==> config.mk <==
export PLATFORM = sky130hd
export DESIGN_NAME = in_keys_pio
export DESIGN_NICKNAME = d
export VERILOG_FILES = /design/src/rtl/in_keys_pio.sv
export SDC_FILE = /design/constraint.sdc
export NUM_CORES = 1
export LEC_CHECK = 0
export CAP_MARGIN = 30
export CORE_AREA = 2 2 87 89
export CTS_CLUSTER_DIAMETER = 200
export DETAILED_ROUTE_END_ITERATION = 10
export DIE_AREA = 0 0 89 91
export PLACE_DENSITY_LB_ADDON = 0.15
export REMOVE_ABC_BUFFERS = 1
export SLEW_MARGIN = 15
export SYNTH_ARGS = -nofsm -noshare
export SYNTH_HDL_FRONTEND = slang
export SYNTH_SLANG_ARGS = --single-unit
export TNS_END_PERCENT = 1
==> constraint.sdc <==
create_clock -name clk -period 4.8 [get_ports clk]
set_input_delay 0.72 -clock clk [delete_from_list [all_inputs] [get_ports clk]]
set_output_delay 0.72 -clock clk [all_outputs]
set_load 0.01 [all_outputs]
==> src/rtl/in_keys_pio.sv <==
// ----------------------------------------------------------------------------
// in_keys_pio
//
// Avalon-MM slave input port for vending-machine push-buttons and coin
// switches. Raw pins are normalised (1 = pressed), passed through a two-flop
// synchronizer and debounced per channel. The clean pressed state is readable
// by the CPU, presses are latched in a sticky edge-capture register, and a
// maskable level interrupt is raised while any masked-in capture bit is set.
//
// Ports:
//   clk         system clock
//   reset_n     asynchronous, active-low reset
//   address     register select (0 data, 1 reserved, 2 irq_mask, 3 edge_capture)
//   chipselect  slave select
//   write_n     active-low write strobe
//   writedata   write data (WIDTH bits)
//   readdata    registered read data, 1-cycle latency
//   in_port     raw asynchronous pins
//   irq         interrupt request, active high
// ----------------------------------------------------------------------------
module in_keys_pio #(
    parameter int WIDTH      = 4,
    parameter int DEB_CYCLES = 50000,
    parameter int ACTIVE_LOW = 1,
    parameter int CNT_W      = 16
) (
    input  logic             clk,
    input  logic             reset_n,
    input  logic [1:0]       address,
    input  logic             chipselect,
    input  logic             write_n,
    input  logic [WIDTH-1:0] writedata,
    output logic [WIDTH-1:0] readdata,
    input  logic [WIDTH-1:0] in_port,
    output logic             irq
);

    localparam logic [CNT_W-1:0] CNT_MAX = CNT_W'(DEB_CYCLES - 1);

    logic [WIDTH-1:0] pin_norm;
    logic [WIDTH-1:0] sync1_reg;
    logic [WIDTH-1:0] sync2_reg;
    logic [WIDTH-1:0] d_reg;
    logic [WIDTH-1:0] d_next;
    logic [WIDTH-1:0] rise;
    logic [WIDTH-1:0] edge_reg;
    logic [WIDTH-1:0] edge_next;
    logic [WIDTH-1:0] mask_reg;
    logic [WIDTH-1:0] readdata_reg;
    logic [WIDTH-1:0] read_mux;
    logic [WIDTH-1:0] clear_bits;
    logic             wr_en;
    logic             rd_en;

    // After normalisation a 1 always means "pressed"; the idle value is 0,
    // which matches the synchronizer reset value so reset never looks like
    // a press or a release.
    assign pin_norm = (ACTIVE_LOW != 0) ? ~in_port : in_port;

    always_ff @(posedge clk or negedge reset_n) begin
        if (!reset_n) begin
            sync1_reg <= '0;
            sync2_reg <= '0;
        end else begin
            sync1_reg <= pin_norm;
            sync2_reg <= sync1_reg;
        end
    end

    // Per-channel debounce: the counter runs only while the synchronized
    // sample disagrees with the accepted state. Any agreeing sample restarts
    // it, so only an uninterrupted run of DEB_CYCLES differing samples is
    // accepted. The counter never passes CNT_MAX, so it cannot wrap.
    generate
        for (genvar gi = 0; gi < WIDTH; gi++) begin : g_deb
            logic [CNT_W-1:0] cnt_reg;
            logic             differ;
            logic             at_max;

            assign differ = sync2_reg[gi] ^ d_reg[gi];
            assign at_max = (cnt_reg == CNT_MAX);

            always_ff @(posedge clk or negedge reset_n) begin
                if (!reset_n) begin
                    cnt_reg <= '0;
                end else if (!differ || at_max) begin
                    cnt_reg <= '0;
                end else begin
                    cnt_reg <= cnt_reg + 1'b1;
                end
            end

            assign d_next[gi] = (differ && at_max) ? sync2_reg[gi] : d_reg[gi];
            // A press is the accepted state going 0 -> 1 on this edge.
            assign rise[gi]   = differ && at_max && sync2_reg[gi];
        end
    endgenerate

    assign wr_en = chipselect & ~write_n;
    assign rd_en = chipselect & write_n;

    // W1C clear is applied before OR-ing in new presses, so a press landing
    // on the same edge as its clear still leaves the bit set.
    assign clear_bits = (wr_en && address == 2'd3) ? writedata : '0;
    assign edge_next  = (edge_reg & ~clear_bits) | rise;

    always_comb begin
        read_mux = '0;
        case (address)
            2'd0:    read_mux = d_reg;
            2'd2:    read_mux = mask_reg;
            2'd3:    read_mux = edge_reg;
            default: read_mux = '0;
        endcase
    end

    always_ff @(posedge clk or negedge reset_n) begin
        if (!reset_n) begin
            d_reg        <= '0;
            edge_reg     <= '0;
            mask_reg     <= '0;
            readdata_reg <= '0;
        end else begin
            d_reg    <= d_next;
            edge_reg <= edge_next;
            if (wr_en && address == 2'd2) begin
                mask_reg <= writedata;
            end
            // The mux sees pre-edge register values, so a read racing a
            // capture returns the value from before the capture.
            if (rd_en) begin
                readdata_reg <= read_mux;
            end
        end
    end

    assign readdata = readdata_reg;
    assign irq      = |(edge_reg & mask_reg);

endmodule

==> flow_summary.ini <==
[flow_run]
max_cap_viol_count = 0

[setup_path]
critical_path_arrival_ns = 1.59
rrSetupSlack_ns = 2.80
worstSetupStartpointType = flop
cp_max_fo = 3
critical_path_class = reg2out
required_ns = 4.08
worstSetupEndpointType = output port

[sta]
rsz0062_at_grt = false
slew_headroom_pct = 42.5
fin_setup_tns_ns = 0
fmax_mhz = 434
tightest_slew_ns = 0.851
setup_viol = 0
min_period_ns = 2.31
min_period_over_period_pct = 48.0
timing_hold_violations_final = 0
final-max-slew-violation-count = 0
finClkSkew_ns = 0.0148

[cells_and_area]
area_growth_syn_to_layout_pct = 12.0
n_antenna_cell = 0
design_area_mm2 = 0.00461
nets = 440
largest_register_ffs = 64
instances_no_fill = 526
drive_above_1_share_pct = 8.67

[synthesis]
synthMuxAreaShare_pct = 3.46
synth-seq-cells = 88
synth_compound_area_share_pct = 3.31
synthAdderAreaFrac_pct = 1.21
ys_seq_area_share_pct = 53.4
synth_cells = 398
postSynth.asyncResetShare_pct = 100
synth_xor_area_share_pct = 11.9
synth_cell_types = 35
yosysWarnings = 0
synth-simple-area-share_pct = 24.3
synth_top_flop_cell = dfrtp_1
synth_edf_count = 0
syn_avg_cell_area_um2 = 10.4
synth_top_family_by_area = simple AND/OR/NAND/NOR gates
synth.cell_area_mm2 = 0.00412

[min_path]
min_path_type = in2async

[placement]
port_buffers = 18
place_area_mm2 = 0.00439
post-dp-hpwl_um = 5030
placed_cells = 510
place.gp.congestion = 0.839

[global_route]
grt_max_degree = 46
grt_pass1_vias = 2931
grt_use_met3_pct = 3.55
antenna_found_initial = 0
overflow = 0
grt-busiest-layer = met2
gr-usage-met2_pct = 30.7
grt_first_pass_wirelength_um = 13100
use_met1_pct = 29.5
grt.total_usage_pct = 20.7

[drt]
dr.pass1.iters = 4
drt-total-wl_um = 7270
drt-initial-drc-count = 122
drc = 0
viasPerCell = 5.44
vias = 2861
routedWlPerCell_um = 13.8
ant_nets = 0

[clock_tree]
cts.sinks = 88
cts_tree = yes
clock_latency_ns = 0.36
post_cts_buffers = 0
postCtsResizedCells = 0
clk_path_buf_depth = 2
htree_levels = 3
path_clk_slew_ns = 0.09
hold_buffers = 0
cts_buffers = 9
root_buffer = clkbuf_8

[pwr]
leakagePower_nw = 1.85
ir_drop_uv = 221
power_density_mw_per_mm2 = 318

[floorplan]
fp.dieArea_mm2 = 0.00810
io_pins = 19
fp-row-count = 31
core-area_mm2 = 0.00714
die_h_um = 91
initial_core_util_pct = 57.7
dieWidth_um = 89

[outcome]
outcome = finished, final reports clean
layer usage:
layer / wire length (um) / share of wire (%) / vias to the layer above
met2: 3390 / 47 / 30
met3: 168 / 2.3 / 10
met5: 0 / 0 / -
li1: - / - / 1419
met4: 129 / 1.8 / 0
met1: 3580 / 49 / 1402
layout make-up:
class	instances	area, um2
clock buffer	10	128
sequential	88	2200
multi-input combinational	288	1820
fill	620	2520
clock inverter	6	93.8
inverter	16	60.1
tap	99	124
timing repair buffer	19	185
final timing paths:
check | start | to | cells after the start
max in group asynchronous | reset_n | g_deb[0].cnt_reg[5] | 2
min in group clk | sync1_reg[1] | sync2_reg[1] | 0
min reg2reg | sync1_reg[1] | sync2_reg[1] | 0
min | reset_n | g_deb[3].cnt_reg[5] | 1
max | edge_reg[2] | irq | 3
max reg2reg | g_deb[1].cnt_reg[7] | d_reg[1] | 3
critical path: stages, from the launching register on:
cell	delay (ns)
dfrtp_1	0.41
a22oi_1	0.21
nand2_1	0.12
clkdlybuf4s50_1	0.49
report_power, final:
group          leakage [nW]  internal, W  switching [W]
Combinational         0.560    0.0000546      0.0000554
Clock                 0.107     0.000296       0.000265
Sequential             1.18     0.000771      0.0000247
Total                  1.85      0.00112       0.000345
synthesized netlist by cell type, drive strengths merged, types with 5 or more instances:
cell / count / area, um2
dfrtp: 88 / 2200
nor2: 72 / 270
xnor2: 46 / 403
nand2: 26 / 113
nand3: 20 / 100
nand4: 17 / 106
inv: 16 / 60.1
nor3: 15 / 75.1
mux2: 12 / 143
nor4: 12 / 75.1
xor2: 10 / 87.6
a21oi: 8 / 40.0
a22oi: 6 / 45.0
and3: 6 / 40.0
nor4bb: 5 / 50.1
or4: 5 / 45.0
logic make-up (layout without fill, tap and decap cells):
logic type,after synthesis,in the layout
DFF,88,88
and+or+nand+nor,194,194
AOI/OAI and AO/OA,22,22
muxes,12,12
xor gates and xnor gates,56,56
buffers and inverters,22,51
adders and majority gates,4,4
per-stage QoR:
step | total power (W) | setup slack, ns | hold slack [ns] | utilization (%)
2_1_floorplan | 0.000859 | 2.89 | 0.331 | -
3_3_place_gp | 0.000920 | 2.32 | 0.332 | 61.5
3_5_place_dp | 0.000923 | 2.17 | 0.338 | 61.5
4_1_cts | 0.00148 | 2.48 | 0.358 | 64.6
5_1_grt | 0.00154 | 2.42 | 0.360 | 64.6
6_report | 0.00147 | 2.49 | 0.336 | 64.6
cells in the final DEF (no fill, tap or decap), types with 3 or more instances in the layout:
master	n
and3_1	4
clkinv_4	3
mux2_2	10
nor3_1	15
xnor2_1	46
nand3_1	20
nand2b_1	4
nand4_1	17
xor2_1	10
nor2_1	72
o21ai_0	4
a22oi_1	6
o31ai_1	3
or4_1	3
clkbuf_8	9
clkdlybuf4s50_1	17
ha_1	4
a21oi_1	8
dfrtp_1	88
nor4bb_1	5
or4b_1	4
inv_1	16
nand2_1	24
nor4_1	12
Power figures use the tool's default switching activity.
